`config.mk`:
```
export PLATFORM = sky130hd
export DESIGN_NAME = inst_fetch
export DESIGN_NICKNAME = d
export VERILOG_FILES = /design/src/rtl/rv_pkg.sv /design/src/rtl/fetch_queue.sv /design/src/rtl/inst_fetch.sv
export SDC_FILE = /design/constraint.sdc
export NUM_CORES = 1
export LEC_CHECK = 0
export CAP_MARGIN = 0
export CORE_MARGIN = 3
export CORE_UTILIZATION = 51
export CTS_CLUSTER_DIAMETER = 50
export CTS_CLUSTER_SIZE = 10
export DETAILED_ROUTE_END_ITERATION = 16
export PLACE_DENSITY = 0.8
export SLEW_MARGIN = 10
export SYNTH_ARGS = -nofsm -noshare
export SYNTH_HDL_FRONTEND = slang
export SYNTH_SLANG_ARGS = --single-unit
export TNS_END_PERCENT = 1
```
`constraint.sdc`:
```
create_clock -name i_clk -period 2.5 [get_ports i_clk]
set_input_delay 0.375 -clock i_clk [delete_from_list [all_inputs] [get_ports i_clk]]
set_output_delay 0.375 -clock i_clk [all_outputs]
set_load 0.1 [all_outputs]
```
`src/rtl/rv_pkg.sv`:
```
// Shared fetch-side definitions: architectural width, reset vector, queue slot states.
package rv_pkg;

  localparam int XLEN = 32;
  localparam logic [XLEN-1:0] RESET_PC_DEFAULT = 32'h0000_0000;
  localparam logic [XLEN-1:0] INST_NOP = 32'h0000_0013;

  typedef enum logic [1:0] {
    SLOT_EMPTY   = 2'd0,
    SLOT_PENDING = 2'd1,
    SLOT_FILLED  = 2'd2
  } slot_state_e;

  function automatic logic slot_busy(input slot_state_e s);
    return s != SLOT_EMPTY;
  endfunction

endpackage

```
`src/rtl/fetch_queue.sv`:
```
// Circular buffer of in-flight fetches: slots are allocated at the tail on grant,
// filled in request order as responses return, and popped from the head.
module fetch_queue
  import rv_pkg::*;
#(
  parameter int DEPTH = 2,
  localparam int PW = (DEPTH > 1) ? $clog2(DEPTH) : 1,
  localparam int CW = $clog2(DEPTH) + 1
) (
  input  logic            i_clk,
  input  logic            i_rst_n,
  input  logic            i_alloc,
  input  logic [XLEN-1:0] i_alloc_pc,
  input  logic            i_fill,
  input  logic [XLEN-1:0] i_fill_data,
  input  logic            i_pop,
  input  logic            i_flush,
  output logic            o_head_filled,
  output logic [XLEN-1:0] o_head_pc,
  output logic [XLEN-1:0] o_head_data,
  output logic [CW-1:0]   o_used_cnt,
  output logic [CW-1:0]   o_pending_cnt
);

  slot_state_e     state_q [DEPTH];
  slot_state_e     state_d [DEPTH];
  logic [XLEN-1:0] pc_q    [DEPTH];
  logic [XLEN-1:0] pc_d    [DEPTH];
  logic [XLEN-1:0] data_q  [DEPTH];
  logic [XLEN-1:0] data_d  [DEPTH];
  logic [PW-1:0]   head_q, head_d;
  logic [PW-1:0]   tail_q, tail_d;
  logic [PW-1:0]   fill_q, fill_d;

  // Responses return in order, so a separate fill pointer always names the oldest PENDING slot.
  always_comb begin
    state_d = state_q;
    pc_d    = pc_q;
    data_d  = data_q;
    head_d  = head_q;
    tail_d  = tail_q;
    fill_d  = fill_q;
    if (i_flush) begin
      for (int i = 0; i < DEPTH; i++) state_d[i] = SLOT_EMPTY;
      head_d = '0;
      tail_d = '0;
      fill_d = '0;
    end else begin
      if (i_pop) begin
        state_d[head_q] = SLOT_EMPTY;
        head_d          = head_q + PW'(1);
      end
      if (i_fill) begin
        state_d[fill_q] = SLOT_FILLED;
        data_d[fill_q]  = i_fill_data;
        fill_d          = fill_q + PW'(1);
      end
      if (i_alloc) begin
        state_d[tail_q] = SLOT_PENDING;
        pc_d[tail_q]    = i_alloc_pc;
        tail_d          = tail_q + PW'(1);
      end
    end
  end

  always_comb begin
    o_used_cnt    = '0;
    o_pending_cnt = '0;
    for (int i = 0; i < DEPTH; i++) begin
      o_used_cnt    = o_used_cnt + CW'(slot_busy(state_q[i]));
      o_pending_cnt = o_pending_cnt + CW'(state_q[i] == SLOT_PENDING);
    end
    o_head_filled = state_q[head_q] == SLOT_FILLED;
    o_head_pc     = pc_q[head_q];
    o_head_data   = data_q[head_q];
  end

  always_ff @(posedge i_clk or negedge i_rst_n) begin
    if (!i_rst_n) begin
      for (int i = 0; i < DEPTH; i++) begin
        state_q[i] <= SLOT_EMPTY;
        pc_q[i]    <= '0;
        data_q[i]  <= INST_NOP;
      end
      head_q <= '0;
      tail_q <= '0;
      fill_q <= '0;
    end else begin
      for (int i = 0; i < DEPTH; i++) begin
        state_q[i] <= state_d[i];
        pc_q[i]    <= pc_d[i];
        data_q[i]  <= data_d[i];
      end
      head_q <= head_d;
      tail_q <= tail_d;
      fill_q <= fill_d;
    end
  end

endmodule

```
`src/rtl/inst_fetch.sv`:
```
// Instruction fetch front end: PC, request throttling and stale-response dropping
// around a fetch_queue that buffers instructions for the decoder.
module inst_fetch
  import rv_pkg::*;
#(
  parameter logic [XLEN-1:0] RESET_PC = RESET_PC_DEFAULT,
  parameter int              DEPTH    = 2
) (
  input  logic            i_clk,
  input  logic            i_rst_n,
  output logic            o_imem_req,
  output logic [XLEN-1:0] o_imem_addr,
  input  logic            i_imem_gnt,
  input  logic            i_imem_rvalid,
  input  logic [XLEN-1:0] i_imem_rdata,
  output logic            o_inst_valid,
  output logic [XLEN-1:0] o_inst_data,
  output logic [XLEN-1:0] o_inst_pc,
  input  logic            i_dec_ready,
  input  logic            i_redirect,
  input  logic [XLEN-1:0] i_redirect_pc
);

  localparam int CW = $clog2(DEPTH) + 1;
  localparam int SW = CW + 1;

  logic [XLEN-1:0] pc_q, pc_d;
  logic            run_q, run_d;
  logic [CW-1:0]   drop_q, drop_d;
  logic [CW-1:0]   used_cnt;
  logic [CW-1:0]   pending_cnt;
  logic            head_filled;
  logic            grant;
  logic            pop;
  logic            fill;

  fetch_queue #(.DEPTH(DEPTH)) u_queue (
    .i_clk         (i_clk),
    .i_rst_n       (i_rst_n),
    .i_alloc       (grant),
    .i_alloc_pc    (pc_q),
    .i_fill        (fill),
    .i_fill_data   (i_imem_rdata),
    .i_pop         (pop),
    .i_flush       (i_redirect),
    .o_head_filled (head_filled),
    .o_head_pc     (o_inst_pc),
    .o_head_data   (o_inst_data),
    .o_used_cnt    (used_cnt),
    .o_pending_cnt (pending_cnt)
  );

  // Responses still owed for flushed requests count against capacity until they drain.
  always_comb begin
    o_imem_req   = run_q & ~i_redirect & ((SW'(used_cnt) + SW'(drop_q)) < SW'(DEPTH));
    grant        = o_imem_req & i_imem_gnt;
    o_inst_valid = head_filled & ~i_redirect;
    pop          = o_inst_valid & i_dec_ready;
    fill         = i_imem_rvalid & (drop_q == '0) & ~i_redirect;
    run_d        = 1'b1;
    pc_d         = pc_q;
    drop_d       = drop_q;
    if (i_redirect) begin
      pc_d   = i_redirect_pc & ~XLEN'(3);
      drop_d = drop_q + pending_cnt - CW'(i_imem_rvalid);
    end else begin
      if (grant) pc_d = pc_q + XLEN'(4);
      if (i_imem_rvalid && (drop_q != '0)) drop_d = drop_q - CW'(1);
    end
  end

  assign o_imem_addr = pc_q;

  always_ff @(posedge i_clk or negedge i_rst_n) begin
    if (!i_rst_n) begin
      pc_q   <= RESET_PC;
      run_q  <= 1'b0;
      drop_q <= '0;
    end else begin
      pc_q   <= pc_d;
      run_q  <= run_d;
      drop_q <= drop_d;
    end
  end

endmodule

```
# Yosys cells after proc, flatten, opt, wreduce, memory -nomap -nowiden
# Index checks and enable logic that the tools add are counted.
dict set report word_totals {
  output_inout_bits 98
  input_bits 70
  word_cells 102
  regBits 170
}
dict set report op_classes {
  mux 37
  order_cmp 7
  n_eq_ne 3
  bitwise_logic 19
  add_sub_neg 10
  reduce_logical 14
}
# cell count
set ops {}
lappend ops {{32-bit 2-to-1 mux} 10}
lappend ops {{64-bit bitwise mux} 2}
lappend ops {{32-bit demux with 1-bit select} 2}
lappend ops {{32-bit by 3-bit adder with 32-bit output (second input constant)} 1}
lappend ops {{4-bit 2-to-1 mux} 6}
lappend ops {{2-bit 2-to-1 mux} 8}
lappend ops {{2-bit nonzero test} 7}
lappend ops {{1-bit AND} 7}
lappend ops {{2-bit demux with 1-bit select} 3}
lappend ops {{2-bit >= comparator (second input constant)} 3}
lappend ops {{2-bit by 1-bit < comparator with 1-bit output (second input constant)} 3}
lappend ops {{1-bit 2-to-1 mux} 6}
lappend ops {{1-bit NOT with 2-bit output} 3}
lappend ops {{1-bit by 1-bit adder with 2-bit output} 2}
lappend ops {{2-bit AND} 2}
lappend ops {{4-bit AND} 1}
lappend ops {{2-bit by 1-bit equality test with 1-bit output (second input constant)} 2}
lappend ops {{1-bit logical AND} 4}
lappend ops {{2-bit NOT} 2}
lappend ops {{4-bit NOT} 1}
lappend ops {{2-bit OR} 2}
lappend ops {{2-bit AND reduction} 2}
lappend ops {{1-bit adder (second input constant)} 3}
lappend ops {{2-bit by 2-bit adder with 3-bit output} 1}
lappend ops {{7 further kinds} 7}

# Longest topological paths before layout
dict set report logic_depth {
  ltp_word 15
  ltp_mapped 9
  ltp_nobuf 9
}

# Hierarchy
# From an unflattened synthesis, not the netlist that was laid out.
dict set report unflattened {
  cells_unflattened 619
  hier_area_um2 8007.7
}
# mod seq_area_each_um2 cells_each instances area_per_inst_um2
set by_module_without_submodules {}
lappend by_module_without_submodules {fetch_queue 3385.7 380 1 5941.9}
lappend by_module_without_submodules {inst_fetch 825.8 239 1 2065.7}

# Worst setup path before layout
# No wires, ideal clock.
dict set report synth_path {
  kind {reg-to-reg}
  startpoint {reg pc_q[16] (netlist: o_imem_addr[16])}
  endpoint {reg pc_q[31] (netlist: o_imem_addr[31])}
  path_stages_with_launch 6
  arrival_ps 2301
  synth_period_minus_slack_ps 2425
  setup_ps 125
  setup_slack_ps 75
  t_required_ps 2375
  path_buffers 0
  cell_sequence {dfrtp_1 -> and4_4 -> nand4_4 -> nor4_2 -> xor2_1 -> mux2_2}
}
dict set report synth_between {
  elab_chain_cells 3
}
# element line_no
set synth_rtl {}
lappend synth_rtl {{start, declared} inst_fetch.sv:27} ;# logic [XLEN-1:0] pc_q, pc_d;
lappend synth_rtl {{start signal, assigned} inst_fetch.sv:80} ;# pc_q <= pc_d;
lappend synth_rtl {{32-bit by 3-bit adder with 32-bit output} inst_fetch.sv:67} ;# if (grant) pc_d = pc_q + XLEN'(4);
lappend synth_rtl {{32-bit 2-to-1 mux} inst_fetch.sv:67}
lappend synth_rtl {{32-bit 2-to-1 mux} inst_fetch.sv:63} ;# if (i_redirect) begin
# No other way between the ends. The select of a mux whose other input is x is not followed.
# A chain may end at the register's enable or synchronous reset.

# Worst setup path in the final report
dict set report layout_path {
  startpoint {reg u_queue.head_q}
  endpoint {out o_inst_data[15]}
}
dict set report layout_between {
  elab_chain_cells 4
}
# element line_no
set layout_rtl {}
lappend layout_rtl {{start, declared} fetch_queue.sv:31} ;# logic [PW-1:0] head_q, head_d;
lappend layout_rtl {{start signal, assigned} fetch_queue.sv:85} ;# head_q <= '0;
lappend layout_rtl {{start signal, assigned} fetch_queue.sv:94} ;# head_q <= head_d;
lappend layout_rtl {{1-bit NOT with 2-bit output (not written as such)} fetch_queue.sv:75} ;# o_head_data = data_q[head_q];
lappend layout_rtl {{32-bit 2-to-1 mux (not written as such) (3 in series)} fetch_queue.sv:75}
lappend layout_rtl {{end, declared} inst_fetch.sv:17} ;# output logic [XLEN-1:0] o_inst_data,
# No other way between the ends. The select of a mux whose other input is x is not followed.

==> reports/results.ini <==
[outcome]
status=finished clean

[synth]
synthCells=599
syn_area_um2=7760
synth.avg_cell_area_um2=13.0
synthDistinctLibCells=45
synth-edff-count=0
ys.flop_type=dfrtp_1
synth_top_area_share=0.509
async_flop_share=1.00
synth-seq-area-share=0.530
synth-seq-cells=164
synthTopCellsByArea=dfrtp_1 51%, mux2_2 23%, mux2_1 3.3%
yosys_warnings=0
synth_largest_area_cell=dfrtp_1

[worst_setup_path]
crit_chain=buf_4 -> mux2_2 -> buf_4
worstPathRequired_ns=2.12
cp.arrival_ns=2.04
crit_path_max_fanout=24
worst-r2r-setup-slack_ns=0.14
reg2reg_depth=7
crit_buf_inv=2
cpPeakStageDelay_ns=0.69
critPathLaunchType=flop
critPathCaptureType=output pin
crit_top_cell=buf_4
cpMaxStageDelayCell=dfrtp_4
path_depth=3
r2r_end=u_queue.pc_q[38]
crit_type=flop to output pin
path_delay_family=flip-flops
regToRegStartpoint=u_queue.state_q[2]

[pwr]
power_leakage_uw=0.00463
p_sw_frac=0.478
comb_power_share=0.542
pwr-share-clk=0.179
p_sw_uw=7020
power_density_nw_per_um2=1420
vdd_ir_drop_max_uv=1170
p_int_uw=7690
power_frac_seq=0.279

[placed_design]
portBuffers=161
place_ws_ns=0.135
dpl.hpwl_um=12300
dp_cells=934
routabilityCongestion=0.852

[timing]
drv_slew=0
tightest_slew_ns=0.712
max_freq_mhz=414
slew_headroom=0.526
hold_violations=0
fin_ws_ns=0.0872
setup_viol=0
fin_crit_sh=0.965
fin_setup_tns_ns=0
rsz0062_at_grt=no
period_needed_ns=2.41
fin_worst_skew_ns=0.0117

[drt]
vias_per_cell=5.50
drtIter0Drc=225
via_count=5317
wl_per_cell_um=18.2
routed_wl_um=17600
final_antenna_net_count=0
drc=0
dr.pass1.iters=4

[layout]
antennaDiodeCount=0
fin_cells=967
fin_nets=845
drive_above_1_share=0.434
final_core_util=0.704
area_delta_synth_final_pct=33.4

[global_routing]
grt_overflow_total=0
grt_pass1_vias=5653
grt_max_degree=77
antenna_found_initial=1
grt_first_pass_wirelength_um=28700
track_usage=0.220

[clocking]
cts_buffers=17
worst_skew_pair.late_latency_ns=0.43
htree_levels=4
cts.sinks=164
clk_path_buf_depth=2
cts_tree=done
clkTransAtPathRegs_ns=0.06
root_buffer=clkbuf_16

[hold_path]
min_path_cells=4
hold_class=input pin to flop
hold_end=u_queue.state_q[2]
min_from=i_redirect

[floorplanning]
die_h_um=129
die_width_um=129
die_area_um2=16700
core_um2=14700
placementRows=44
start_util=0.528
pin_count=168

[flow_run]
maxCapViolCount=0

## worst reg2reg max path: stages, from the launching register on
cell     delay [ns]
dfrtp_1        0.42
or2_2          0.31
ha_1           0.20
nor3b_2        0.26
nand4_1        0.29
nor2_4         0.21
buf_4          0.22
mux2_2         0.35
## state kept, by name, indices dropped and copies added (netlist names)
| name | flops |
|---|---|
| u_queue.data_q | 64 |
| u_queue.pc_q | 60 |
| o_imem_addr | 30 |
| u_queue.state_q | 4 |
| drop_q | 2 |
| run_q | 1 |
| u_queue.fill_q | 1 |
| u_queue.head_q | 1 |
| u_queue.tail_q | 1 |
## routing by layer
metal / vias up / part of all wire / wire length, um / track usage
met5: - / 0.00051 / 9 / 0
met4: 2 / 0.022 / 380 / 0.0766
met3: 30 / 0.049 / 862 / 0.0594
met2: 129 / 0.51 / 8970 / 0.373
met1: 2687 / 0.42 / 7400 / 0.274
li1: 2469 / - / - / -
## how the worst max path moves through the flow
stage                                  start          endpoint
after floorplan              o_imem_addr[16]   o_imem_addr[31]
after global placement    u_queue.state_q[2]   o_imem_addr[31]
after detailed placement  u_queue.state_q[2]  u_queue.pc_q[41]
after CTS                     u_queue.head_q   o_inst_data[15]
after global routing      u_queue.state_q[2]  u_queue.pc_q[44]
final                         u_queue.head_q   o_inst_data[15]
## cell usage in the layout (no fill, tap or decap), types with 5 or more instances in the layout
cell type,count
nand2_1,50
and3_1,6
inv_1,9
conb_1,5
nand3_1,11
nor3_1,9
clkbuf_16,17
nand4_1,7
dfstp_2,6
o21ai_0,20
clkdlybuf4s50_1,65
buf_4,87
dfrtp_1,157
buf_12,29
o21ai_1,11
nor2_1,10
mux2_2,161
mux2_1,23
xnor2_1,22
xor2_1,10
nor4_2,10
## power groups by stage
| stage | clock (uW) | combinational, uW | sequential [uW] |
|---|---|---|---|
| 2_1_floorplan | 0 | 5710 | 4280 |
| 3_3_place_gp | 0 | 7890 | 4050 |
| 3_5_place_dp | 0 | 7990 | 4140 |
| 4_1_cts | 2690 | 8020 | 4100 |
| 5_1_grt | 2800 | 8240 | 4220 |
| 6_report | 2640 | 7970 | 4100 |
## final cells by class
cell class,count,area [um^2]
Sequential cell,164,4120
Multi-Input combinational cell,393,3460
Clock buffer,23,468
Timing Repair Buffer,184,1910
Tap cell,184,230
Inverter,10,37.5
Fill cell,1035,4350
Clock inverter,9,128
## metrics by stage
| step | power (uW) | hold WS, ns | cell area [um^2] |
|---|---|---|---|
| 3_5_place_dp | 12100 | 0.446 | 9730 |
| 6_report | 14700 | 0.364 | 10400 |
| 2_1_floorplan | 9990 | 0.0794 | 7770 |
| 5_1_grt | 15300 | 0.377 | 10400 |
| 4_1_cts | 14800 | 0.353 | 10300 |
| 3_3_place_gp | 11900 | 0.428 | 9730 |
## repair_timing
action                                  in CTS  in global routing
pin swaps                                    0                  2
endpoints found under the hold margin        9                  0
hold buffers                                 1                  0
endpoints found under the setup margin      39                 23
resized for setup                            1                  3
setup buffers                                0                  0
## cell usage after synthesis, types with 4 or more instances
library cell / number
and3_1: 7
buf_2: 15
buf_4: 5
clkbuf_1: 10
dfrtp_1: 158
dfstp_2: 6
ha_1: 4
inv_1: 9
mux2_1: 23
mux2_2: 161
nand2_1: 50
nand3_1: 11
nand4_1: 7
nor2_1: 11
nor3_1: 9
nor4_2: 11
o21ai_0: 20
o21ai_1: 12
xnor2_1: 22
xor2_1: 10
## kinds of logic after synthesis
kind of cell / after synthesis / share of synthesized area
other cells: 2 / 0.000967
xor+xnor: 32 / 0.0361
simple gates: 121 / 0.0930
compound gates: 43 / 0.0310
flops: 164 / 0.530
buf+inv: 45 / 0.0295
mux: 187 / 0.271
fa+ha+maj: 5 / 0.00903
Note: power is estimated with default switching activity, not from simulation.
